**config.mk**
```make
export PLATFORM = sky130hd
export DESIGN_NAME = mem_port_arbiter
export DESIGN_NICKNAME = d
export VERILOG_FILES = /design/src/rtl/mem_arb_pkg.sv /design/src/rtl/rr_pick2.sv /design/src/rtl/mem_port_arbiter.sv
export SDC_FILE = /design/constraint.sdc
export NUM_CORES = 1
export LEC_CHECK = 0
export BUFFER_PORTS_ARGS = -buffer_cell sky130_fd_sc_hd__buf_2
export CAP_MARGIN = 10
export CORE_MARGIN = 5
export CORE_UTILIZATION = 53
export CTS_BUF_LIST = sky130_fd_sc_hd__clkbuf_2
export DETAILED_ROUTE_END_ITERATION = 12
export PLACE_DENSITY = 0.9
export SLEW_MARGIN = 0
export SYNTH_ARGS = -nofsm -noshare
export SYNTH_HDL_FRONTEND = slang
export SYNTH_SLANG_ARGS = --single-unit
```
**constraint.sdc**
```tcl
create_clock -name clk -period 4.33 [get_ports clk]
set_clock_uncertainty 0.2 [all_clocks]
set_input_delay 0.6495 -clock clk [delete_from_list [all_inputs] [get_ports clk]]
set_output_delay 0.6495 -clock clk [all_outputs]
set_load 0.03 [all_outputs]
```
**src/rtl/mem_arb_pkg.sv**
```systemverilog
// Shared types and constants for the memory port arbiter.
package mem_arb_pkg;

  typedef enum logic [1:0] {
    ARB_IDLE,
    ARB_WAIT,
    ARB_RESP
  } arb_state_e;

  typedef enum logic {
    PORT_IF,
    PORT_DM
  } arb_port_e;

  // Wide enough for MEM_LATENCY-1 with MEM_LATENCY up to 15.
  localparam int CNT_W = 4;

endpackage

```
**src/rtl/rr_pick2.sv**
```systemverilog
// Two-way round-robin picker: a lone requester always wins, and on
// contention the requester that was not granted last time wins.
module rr_pick2 (
  input  logic [1:0] req,
  input  logic       last,
  output logic [1:0] gnt
);

  // One-hot grant; "last" names the index that won the previous contention slot.
  always_comb begin
    gnt = req;
    if (req == 2'b11) begin
      gnt = last ? 2'b01 : 2'b10;
    end
  end

endmodule

```
**src/rtl/mem_port_arbiter.sv**
```systemverilog
// Shares one single-ported memory between instruction fetch and the
// load/store path. One transaction is in flight at a time:
// grant -> wait for memory latency -> capture -> respond.
module mem_port_arbiter
  import mem_arb_pkg::*;
#(
  parameter int AWIDTH      = 32,
  parameter int DWIDTH      = 32,
  parameter int MEM_LATENCY = 1
) (
  input  logic              clk,
  input  logic              rst,
  input  logic              if_req_i,
  input  logic [AWIDTH-1:0] if_addr_i,
  input  logic              if_flush_i,
  output logic              if_gnt_o,
  output logic              if_rvalid_o,
  output logic [DWIDTH-1:0] if_rdata_o,
  input  logic              dm_req_i,
  input  logic              dm_we_i,
  input  logic [AWIDTH-1:0] dm_addr_i,
  input  logic [DWIDTH-1:0] dm_wdata_i,
  output logic              dm_gnt_o,
  output logic              dm_rvalid_o,
  output logic [DWIDTH-1:0] dm_rdata_o,
  output logic [AWIDTH-1:0] mem_addr_o,
  output logic [DWIDTH-1:0] mem_data_o,
  output logic              mem_read_en_o,
  output logic              mem_write_en_o,
  input  logic [DWIDTH-1:0] mem_data_i,
  output logic              busy_o
);

  // The counter reload value: the last wait cycle is the one with cnt == 0.
  localparam logic [CNT_W-1:0] CNT_INIT = CNT_W'(MEM_LATENCY - 1);

  arb_state_e        state;
  arb_port_e         owner;
  arb_port_e         last_gnt;
  logic [CNT_W-1:0]  cnt;
  logic              is_write;
  logic              drop;
  logic [AWIDTH-1:0] addr_q;
  logic [DWIDTH-1:0] data_q;
  logic [DWIDTH-1:0] if_rdata_q;
  logic [DWIDTH-1:0] dm_rdata_q;

  logic [1:0] pick;
  logic       slot;
  logic       grant_if;
  logic       grant_dm;
  logic       grant;
  logic       resp;
  logic       store;
  logic       flush_hit;

  // Arbitration is only open when no transaction is pending or the current
  // one is in its response cycle; reset closes it so no strobe leaks out.
  assign slot = rst && ((state == ARB_IDLE) || (state == ARB_RESP));
  assign resp = rst && (state == ARB_RESP);

  rr_pick2 u_pick (
    .req  ({dm_req_i, if_req_i}),
    .last (last_gnt == PORT_DM),
    .gnt  (pick)
  );

  assign grant_if = slot && pick[0];
  assign grant_dm = slot && pick[1];
  assign grant    = grant_if || grant_dm;
  assign store    = grant_dm && dm_we_i;

  // A flush only concerns a fetch that is already in flight.
  assign flush_hit = if_flush_i && (owner == PORT_IF) && (state != ARB_IDLE);

  assign if_gnt_o       = grant_if;
  assign dm_gnt_o       = grant_dm;
  assign mem_read_en_o  = grant_if || (grant_dm && !dm_we_i);
  assign mem_write_en_o = store;
  assign mem_addr_o     = grant_dm ? dm_addr_i : (grant_if ? if_addr_i : addr_q);
  assign mem_data_o     = store ? dm_wdata_i : data_q;

  assign if_rvalid_o = resp && (owner == PORT_IF) && !drop && !if_flush_i;
  assign dm_rvalid_o = resp && (owner == PORT_DM);
  assign if_rdata_o  = if_rdata_q;
  assign dm_rdata_o  = dm_rdata_q;
  assign busy_o      = (state != ARB_IDLE);

  // Transaction FSM: grant bookkeeping, latency countdown, data capture and drop tracking.
  always_ff @(posedge clk) begin
    if (!rst) begin
      state      <= ARB_IDLE;
      cnt        <= '0;
      owner      <= PORT_IF;
      last_gnt   <= PORT_IF;
      is_write   <= 1'b0;
      drop       <= 1'b0;
      addr_q     <= '0;
      data_q     <= '0;
      if_rdata_q <= '0;
      dm_rdata_q <= '0;
    end else begin
      if (flush_hit) begin
        drop <= 1'b1;
      end
      if (grant) begin
        state    <= ARB_WAIT;
        cnt      <= CNT_INIT;
        owner    <= grant_dm ? PORT_DM : PORT_IF;
        last_gnt <= grant_dm ? PORT_DM : PORT_IF;
        is_write <= store;
        drop     <= 1'b0;
        addr_q   <= mem_addr_o;
        if (store) begin
          data_q <= dm_wdata_i;
        end
      end else begin
        case (state)
          ARB_WAIT: begin
            if (cnt != '0) begin
              cnt <= cnt - 1'b1;
            end else begin
              state <= ARB_RESP;
              if (!is_write) begin
                if (owner == PORT_DM) begin
                  dm_rdata_q <= mem_data_i;
                end else if (!drop && !if_flush_i) begin
                  if_rdata_q <= mem_data_i;
                end
              end
            end
          end
          ARB_RESP: state <= ARB_IDLE;
          default:  state <= ARB_IDLE;
        endcase
      end
    end
  end

endmodule

```
==> flow_summary_export.csv, run 1 <==
group,metric,value,unit
synthesis,synth_area_leader_cell,"dfxtp_1",
setup_path,critPathCaptureType,"output port",
synthesis,netlist_area,6110,sq um
sta,finalSetupTns,0,ns
setup_path,path_depth,4,
power_and_ir_drop,fin_total_pwr,0.00296,W
finish,nets,1105,
die,dieWidth,117,um
detailed_routing,firstDrtPassIters,6,
global_routing,grt_pass1_wl,31.1,mm
detailed_routing,drt_wl_total,20.3,mm
global_routing,grt_pass1_vias,6338,
synthesis,synth_cell_types,36,
setup_path,crit_buf_inv,1,
power_and_ir_drop,intPower,0.00201,W
global_routing,grt_busiest_layer,"met2",
place,gp_congestion,0.882,
setup_path,cp_cell_sequence,"nand2b_1 -> o21ai_0 -> nand3_1 -> buf_2",
clocking,cts_resized,0,
job,drv_cap,0,
sta,slew_viol_final,0,
detailed_routing,antenna_left,0,
die,die_area,13800,sq um
setup_path,reg2reg_depth,4,
finish,final_layout_size_suffix_gt1_share,35.6,%
setup_path,critPathRequiredTime,3.48,ns
die,num_io_pins,269,
sta,post-route-period-util,81.8,%
synthesis,ys_seq_area_share,44.9,%
clocking,clock_path_buffers,2,
synthesis,yosysTopAreaCellShare,44.9,%
global_routing,grt_max_degree,112,
setup_path,slowest_delay,0.86,ns
setup_path,path_class,"reg -> out",
place,hpwlAfterDp,12.7,mm
clocking,clk_pin_slew,0.20,ns
synthesis,syn_inst,674,
power_and_ir_drop,peakVddDrop,0.228,mV
sta,rsz0062_at_grt,"no",
synthesis,synth.area.top_cells,"dfxtp_1 (45%), mux2i_1 (10%), nand4_1 (6.7%)",
sta,setup_viol,0,
clocking,h-tree-depth,4,
synthesis,syn-num-nets,810,
clocking,cts_buffers,17,
clocking,postCtsHoldBufs,52,
setup_path,startpoint,"state[0]",
global_routing,track_usage,27.1,%
synthesis,synth_compound_area_share,14.9,%
power_and_ir_drop,power.leakage,4.07,nW
setup_path,crit_family,"simple AND/OR/NAND/NOR gates",
synthesis,synth_most_common_cell,"dfxtp_1",
status,outcome,"complete, no violations",
die,initial_utilization,53.7,%
sta,slew_headroom,28.7,%
global_routing,overflow,0,
clocking,cts.sinks,137,
setup_path,arrival,2.69,ns
global_routing,antenna_found_initial,5,
die,core_area,11400,sq um
synthesis,ys_seq_elements,137,
synthesis,synth_common_cells,"dfxtp_1 (137), nand2_1 (98), o21ai_0 (68)",
sta,fmaxAchievable,282,MHz
synthesis,synth_enable_flop_cells,0,
clocking,clk_latency,0.67,ns
synthesis,synth_top_family_by_area,"simple AND/OR/NAND/NOR gates",
synthesis,synth_xor_area_share,0,%
detailed_routing,drtIter0Drc,575,
synthesis,synth_fa_ha_area_share,0.410,%
synthesis,avgSynthCellArea,9.06,sq um
sta,min_period,3.54,ns
synthesis,async_reset_ff_share,0,%
setup_path,setup.worst_path.start_class,"flop",
global_routing,grtUsageMet1,31.6,%
finish,utilization,73.8,%
die,rows,39,
setup_path,path_max_fanout,33,
power_and_ir_drop,power_switching,0.000950,W
detailed_routing,drc,0,
power_and_ir_drop,power_frac_clock,30.7,%
synthesis,yosys_warnings,0,
global_routing,met3_usage,6.88,%
min_path,holdPathStages,3,
setup_path,reg2reg_to,"addr_q[24]",
setup_path,crit_end,"mem_addr_o[26]",
detailed_routing,vias,6582,
synthesis,synthMuxAreaShare,16.4,%
power_and_ir_drop,switching_share,32.1,%
sta,finalHoldViolCount,0,
global_routing,gr-usage-met2,45.3,%
die,fp.dieH,117,um
clocking,cts_tree,"built",
detailed_routing,wl_per_cell,18.0,um
clocking,root_buffer,"clkbuf_2",
min_path,hold_path.class,"in -> reg",
place,port_buffers,268,
power_and_ir_drop,power_density,353,nW/um^2
synthesis,synth-simple-area-share,17.9,%
setup_path,crit_slowest_cell,"nand2b_1",
power_and_ir_drop,p_seq_share,46.2,%
synthesis,ys.flop_type,"dfxtp_1",
detailed_routing,routed_via_density,5.84,
setup_path,regToRegStartpoint,"state[0]",
power_and_ir_drop,combPwrFrac,23.1,%
clocking,cts_setup_buffers,0,
setup_path,r2r_slack,1.79,ns
sta,worst_slew_pin_slew,1.07,ns
finish,area_delta_synth_final,37.4,%
[layout make-up]
class | count | area, sq um
clock inverter | 12 | 201
fill | 825 | 2980
sequential | 137 | 2740
antenna | 5 | 12.5
multi-input combinational | 462 | 3050
clock buffer | 17 | 85.1
tap | 143 | 179
timing repair buffer | 343 | 2090
inverter | 8 | 30.0
[worst min-delay path by stage]
stage / to / slack, ns / start
6_report: dm_rdata_o[29] / 0.06 / mem_data_i[29]
5_1_grt: addr_q[7] / 0.0006 / if_addr_i[7]
4_1_cts: dm_rdata_o[8] / 0.001 / mem_data_i[8]
3_5_place_dp: if_rdata_o[23] / 0.25 / if_rdata_o[23]
3_3_place_gp: if_rdata_o[5] / 0.24 / if_rdata_o[5]
2_1_floorplan: drop / 0.24 / drop
[layout by cell type (no fill, tap or decap), types with 2 or more instances in the layout]
cell type	count
dlygate4sd3_1	63
inv_1	8
buf_12	2
nand2_1	98
nand3_1	33
clkinvlp_4	2
dfxtp_1	137
ha_1	2
and3_1	2
buf_4	11
clkbuf_2	17
bufinv_16	5
o21ai_0	68
nor2_1	5
nand2b_1	3
a21o_1	2
clkinv_4	2
mux2i_1	64
diode_2	5
or4_1	2
buf_2	267
clkinv_2	2
mux2_2	32
nand4_1	65
a22o_1	32
a21oi_1	5
a31oi_1	33
[worst register-to-register path, cell delays in order, from the launching register on]
cell	delay [ns]
dfxtp_1	0.43
nand2b_1	0.68
nor2_2	0.66
buf_4	0.36
a31oi_1	0.11
[stage by stage]
step	instance area [sq um]	setup WS, ns	cells	hold slack (ns)
4_1_cts	8270	0.715	1111	0.00111
2_1_floorplan	6110	1.51	674	0.238
3_3_place_gp	7460	1.14	1030	0.240
3_5_place_dp	7460	1.12	1030	0.246
5_1_grt	8390	0.477	1127	0.000647
6_report	8390	0.786	1127	0.0571
[per-layer routing]
metal  share of wire (%)  wire length, um
met1                  38             7670
met2                  48             9820
met3                 8.9             1820
met4                 5.0             1020
met5                   0                0
[sequential cells by signal, summed over array words and instances (netlist names)]
name        flops
dm_rdata_o     32
is_write        1
data_q         32
last_gnt        1
addr_q         32
if_rdata_o     32
cnt             4
state           2
drop            1
[power groups by stage]
stage	combinational, W	sequential, W	clock (W)
finish	0.000682	0.00137	0.000909
global route	0.000726	0.00137	0.000976
CTS	0.000662	0.00136	0.000919
detailed placement	0.000623	0.00139	0
global placement	0.000618	0.00139	0
floorplan	0.000388	0.00142	0
[cells by family (layout without fill, tap and decap cells)]
family,Yosys count,in the layout
AND/OR/NAND/NOR,219,219
AO/OA/AOI/OAI,145,145
flip-flops,137,137
multiplexers,96,96
buffers and inverters,75,380
adder cells (fa/ha/maj),2,2
other,0,5
No activity file was read; power rests on OpenSTA's default activity.
==> inputs of run 2 (changes only) <==
--- a/config.mk
+++ b/config.mk
@@ -8,10 +8,10 @@
 export BUFFER_PORTS_ARGS = -buffer_cell sky130_fd_sc_hd__buf_2
 export CAP_MARGIN = 10
 export CORE_MARGIN = 5
-export CORE_UTILIZATION = 53
+export CORE_UTILIZATION = 49
 export CTS_BUF_LIST = sky130_fd_sc_hd__clkbuf_2
 export DETAILED_ROUTE_END_ITERATION = 12
-export PLACE_DENSITY = 0.9
+export PLACE_DENSITY = 0.84
 export SLEW_MARGIN = 0
 export SYNTH_ARGS = -nofsm -noshare
 export SYNTH_HDL_FRONTEND = slang
==> constraint.sdc (replaced) <==
create_clock -name clk -period 3.3 [get_ports clk]
set_clock_uncertainty 0.2 [all_clocks]
set_input_delay 0.495 -clock clk [delete_from_list [all_inputs] [get_ports clk]]
set_output_delay 0.495 -clock clk [all_outputs]
set_load 0.03 [all_outputs]
==> flow_summary_export.csv, run 2 (synthesis results as in run 1) <==
group,metric,value,unit
die,dieWidth,122,um
die,die_area,14800,sq um
finish,final_cell_mix,"buf_2 (266), dfxtp_1 (137), dlygate4sd3_1 (136)",
finish,final_common_cell,"buf_2",
detailed_routing,firstDrtPassIters,5,
setup_path,reg2reg_depth,6,
sta,worst_slew_pin_slew,0.912,ns
detailed_routing,antenna_left,0,
finish,instances_no_fill,1230,
die,num_io_pins,269,
sta,finalHoldViolCount,0,
finish,area_delta_synth_final,50.6,%
sta,rsz0062_at_grt,"no",
place,dp.cells,1058,
clocking,cts_tree,"built",
clocking,clock_path_buffers,2,
setup_path,setup.worst_path.start_class,"primary input",
setup_path,crit_buf_inv,4,
clocking,clk_pin_slew,0.18,ns
die,initial_utilization,50.4,%
detailed_routing,wl_per_cell,18.3,um
clocking,cts_buffers,17,
clocking,cts.sinks,137,
setup_path,crit_family,"buffers and inverters",
global_routing,grt_pass1_vias,6976,
detailed_routing,drc,0,
setup_path,crit_slowest_cell,"dlygate4sd3_1",
clocking,root_buffer,"clkbuf_2",
status,outcome,"complete, no violations",
global_routing,overflow,0,
die,core_area,12100,sq um
finish,utilization,75.9,%
sta,finalSetupTns,0,ns
detailed_routing,drt_wl_total,22.5,mm
detailed_routing,routed_via_density,5.70,
setup_path,critPathRequiredTime,2.60,ns
global_routing,grt_max_degree,101,
place,gp_congestion,0.893,
die,rows,40,
job,drv_cap,0,
detailed_routing,drtIter0Drc,780,
clocking,cts_setup_buffers,0,
global_routing,grt_pass1_wl,34.5,mm
global_routing,antenna_found_initial,0,
sta,slew_viol_final,0,
die,fp.dieH,122,um
setup_path,slowest_delay,0.57,ns
finish,nets,1181,
power_and_ir_drop,power_density,435,nW/um^2
setup_path,arrival,2.50,ns
detailed_routing,vias,7008,
setup_path,path_class,"in -> out",
sta,min_period,3.19,ns
sta,post-route-period-util,96.7,%
min_path,hold_path.class,"in -> reg",
power_and_ir_drop,power.leakage,4.43,nW
place,hpwlAfterDp,12.5,mm
sta,fmaxAchievable,313,MHz
clocking,clk_latency,0.67,ns
power_and_ir_drop,fin_total_pwr,0.00400,W
setup_path,path_max_fanout,66,
sta,final.hold.worst_slack,0.187,ns
sta,setup_viol,0,
global_routing,track_usage,29.1,%
place,port_buffers,268,
setup_path,critPathCaptureType,"output port",
min_path,holdPathStages,3,
setup_path,path_depth,7,
sta,slew_headroom,39.2,%
finish,final_layout_size_suffix_gt1_share,33.5,%
setup_path,cp_cell_sequence,"dlygate4sd3_1 -> buf_4 -> nand2_1 -> and4_2 -> buf_12 -> mux2_2 -> buf_2",
power_and_ir_drop,peakVddDrop,0.229,mV
clocking,h-tree-depth,4,
-- run 2: where the power goes --
group          switching, W  total [W]  internal (W)
Combinational      0.000613    0.00102      0.000410
Sequential        0.0000485    0.00179       0.00175
Clock              0.000614    0.00118      0.000568
-- run 2: layout make-up --
type	count	area, sq um
antenna	4	10.0
clock buffer	18	90.1
clock inverter	14	204
fill	782	2920
inverter	8	30.0
multi-input combinational	462	3060
sequential	137	2740
tap	168	210
timing repair buffer	419	2850
-- run 2: through the flow --
stage / setup slack, ns / area [sq um]
floorplan: 0.790 / 6110
finish: 0.110 / 9200
global placement: 0.762 / 7520
global route: 0.0424 / 9190
CTS: 0.171 / 9170
detailed placement: 0.726 / 7520
-- run 2: worst reg2reg max path: stages, from the launching register on --
cell           delay (ns)
dfxtp_1              0.45
nor2b_4              0.16
buf_6                0.40
nand4_1              0.28
dlygate4sd3_1        0.61
a31oi_1              0.15
dlygate4sd3_1        0.56
-- run 2: what timing repair did --
item / CTS / global route
endpoints found under the hold margin: 130 / 0
gates resized for setup: 0 / 5
setup endpoints to repair: 0 / 11
hold buffers: 136 / 0
-- run 2: per-layer routing --
metal  routed length [um]  global-route usage, %
met5                    0                      0
met4                 1220                   17.9
met3                 2310                   7.99
met2                11000                   50.6
met1                 7940                   31.3
-- run 2: final timing paths --
check,from,endpoint,slack [ns]
setup reg to reg,state[0],addr_q[24],0.47
hold / removal,rst,state[0],0.19
hold reg to reg,dm_rdata_o[8],dm_rdata_o[8],0.27
setup / recovery,if_req_i,mem_data_o[21],0.11
==> inputs of run 3 (changes only) <==
--- a/config.mk
+++ b/config.mk
@@ -8,10 +8,10 @@
 export BUFFER_PORTS_ARGS = -buffer_cell sky130_fd_sc_hd__buf_2
 export CAP_MARGIN = 10
 export CORE_MARGIN = 5
-export CORE_UTILIZATION = 49
+export CORE_UTILIZATION = 53
 export CTS_BUF_LIST = sky130_fd_sc_hd__clkbuf_2
 export DETAILED_ROUTE_END_ITERATION = 12
-export PLACE_DENSITY = 0.84
+export PLACE_DENSITY = 0.9
 export SLEW_MARGIN = 0
 export SYNTH_ARGS = -nofsm -noshare
 export SYNTH_HDL_FRONTEND = slang
==> constraint.sdc (replaced) <==
create_clock -name clk -period 4.1 [get_ports clk]
set_clock_uncertainty 0.2 [all_clocks]
set_input_delay 0.615 -clock clk [delete_from_list [all_inputs] [get_ports clk]]
set_output_delay 0.615 -clock clk [all_outputs]
set_load 0.03 [all_outputs]
==> flow_summary_export.csv, run 3 (synthesis results as in run 1) <==
group,metric,value,unit
status,outcome,"complete, no violations",
clocking,clk_latency,0.64,ns
power_and_ir_drop,power.leakage,4.36,nW
setup_path,path_class,"reg -> out",
detailed_routing,routed_via_density,6.08,
clocking,cts_tree,"built",
sta,slew_viol_final,0,
global_routing,grt_pass1_wl,36.4,mm
power_and_ir_drop,power_switching,0.00103,W
die,num_io_pins,269,
power_and_ir_drop,intPower,0.00224,W
power_and_ir_drop,combPwrFrac,24.6,%
sta,setup_slack,0.800,ns
clocking,cts_setup_buffers,0,
finish,final_layout_size_suffix_gt1_share,33.9,%
power_and_ir_drop,p_seq_share,44.3,%
die,rows,39,
detailed_routing,wl_per_cell,19.9,um
detailed_routing,drtIter0Drc,789,
global_routing,grt_pass1_vias,7087,
setup_path,crit_slowest_cell,"buf_4",
finish,final_cell_mix,"buf_2 (267), dfxtp_1 (137), dlygate4sd3_1 (118)",
setup_path,crit_family,"buffers and inverters",
place,gp_congestion,0.878,
sta,worst_slew_pin_slew,0.960,ns
power_and_ir_drop,power_density,364,nW/um^2
die,core_area,11400,sq um
sta,slew_headroom,36.0,%
setup_path,arrival,2.48,ns
power_and_ir_drop,fin_total_pwr,0.00327,W
power_and_ir_drop,switching_share,31.6,%
sta,setup_viol,0,
setup_path,slowest_delay,0.55,ns
finish,area_delta_synth_final,46.9,%
global_routing,overflow,0,
job,drv_cap,0,
die,fp.dieH,117,um
place,post-place-ws,1.06,ns
setup_path,crit_buf_inv,2,
global_routing,antenna_found_initial,2,
clocking,cts_resized,0,
setup_path,critPathCaptureType,"output port",
place,hpwlAfterDp,12.8,mm
clocking,clock_path_buffers,2,
detailed_routing,vias,7198,
die,die_area,13800,sq um
finish,nets,1163,
sta,post-route-period-util,80.5,%
die,dieWidth,117,um
detailed_routing,drt_wl_total,23.5,mm
min_path,hold_path.class,"in -> reg",
sta,rsz0062_at_grt,"no",
clocking,root_buffer,"clkbuf_2",
setup_path,path_max_fanout,67,
clocking,h-tree-depth,4,
power_and_ir_drop,peakVddDrop,0.250,mV
setup_path,cp_cell_sequence,"nor2b_4 -> buf_4 -> nand4_1 -> nand3_1 -> buf_2",
detailed_routing,antenna_left,0,
sta,min_period,3.30,ns
global_routing,grt_max_degree,107,
sta,fmaxAchievable,303,MHz
sta,finalSetupTns,0,ns
sta,finalHoldViolCount,0,
setup_path,critPathRequiredTime,3.28,ns
die,initial_utilization,53.7,%
clocking,cts.sinks,137,
detailed_routing,firstDrtPassIters,5,
detailed_routing,drc,0,
place,port_buffers,268,
global_routing,track_usage,31.9,%
clocking,cts_buffers,17,
finish,final_common_cell,"buf_2",
power_and_ir_drop,power_frac_clock,31.1,%
setup_path,setup.worst_path.start_class,"flop",
clocking,clk_pin_slew,0.21,ns
==> run 3: stage by stage <==
stage	instances	utilization [%]	instance area [sq um]	hold WS [ns]
2_1_floorplan	674	-	6110	0.238
3_3_place_gp	1033	65.7	7470	0.240
3_5_place_dp	1033	65.7	7470	0.243
4_1_cts	1179	78.6	8940	0.000692
5_1_grt	1183	78.9	8970	0.00762
6_report	1183	78.9	8970	0.0846
==> run 3: final timing paths <==
kind | start | to | slack (ns) | depth (start not counted)
setup / recovery | state[0] | mem_addr_o[19] | 0.80 | 5
setup reg to reg | state[0] | addr_q[23] | 1.09 | 6
hold reg to reg | if_rdata_o[28] | if_rdata_o[28] | 0.27 | 2
hold / removal | if_addr_i[1] | addr_q[1] | 0.08 | 3
==> run 3: what timing repair did <==
action | 4_1_cts | 5_1_grt
hold buffers | 115 | 3
endpoints found under the hold margin | 124 | 3
setup endpoints to repair | 0 | 0
==> run 3: area by class of cell <==
cell class	instances	area, sq um
Multi-Input combinational cell	462	3050
Sequential cell	137	2740
Clock inverter	13	226
Fill cell	687	2400
Clock buffer	18	90.1
Inverter	8	30.0
Antenna cell	1	2.50
Timing Repair Buffer	401	2650
Tap cell	143	179
==> run 3: power groups by stage <==
stage / sequential, W / clock [W] / combinational [W]
after floorplan: 0.00150 / 0 / 0.000409
after global placement: 0.00147 / 0 / 0.000656
after detailed placement: 0.00147 / 0 / 0.000662
after CTS: 0.00144 / 0.00103 / 0.000762
after global routing: 0.00145 / 0.00109 / 0.000846
final: 0.00145 / 0.00102 / 0.000804
==> run 3: routing by layer <==
layer / wire length (um) / share of wire, % / GRT usage [%]
met5: 7 / 0.030 / 0
met4: 1300 / 5.5 / 15.6
met3: 2340 / 10 / 9.43
met2: 11500 / 49 / 55.1
met1: 8330 / 35 / 35.6
==> run 3: tightest hold or removal path, delay by kind of cell <==
family / cells / cell delay (ns)
compound gates: 1 / 0.10
buf+inv: 1 / 0.11
simple gates: 1 / 0.10
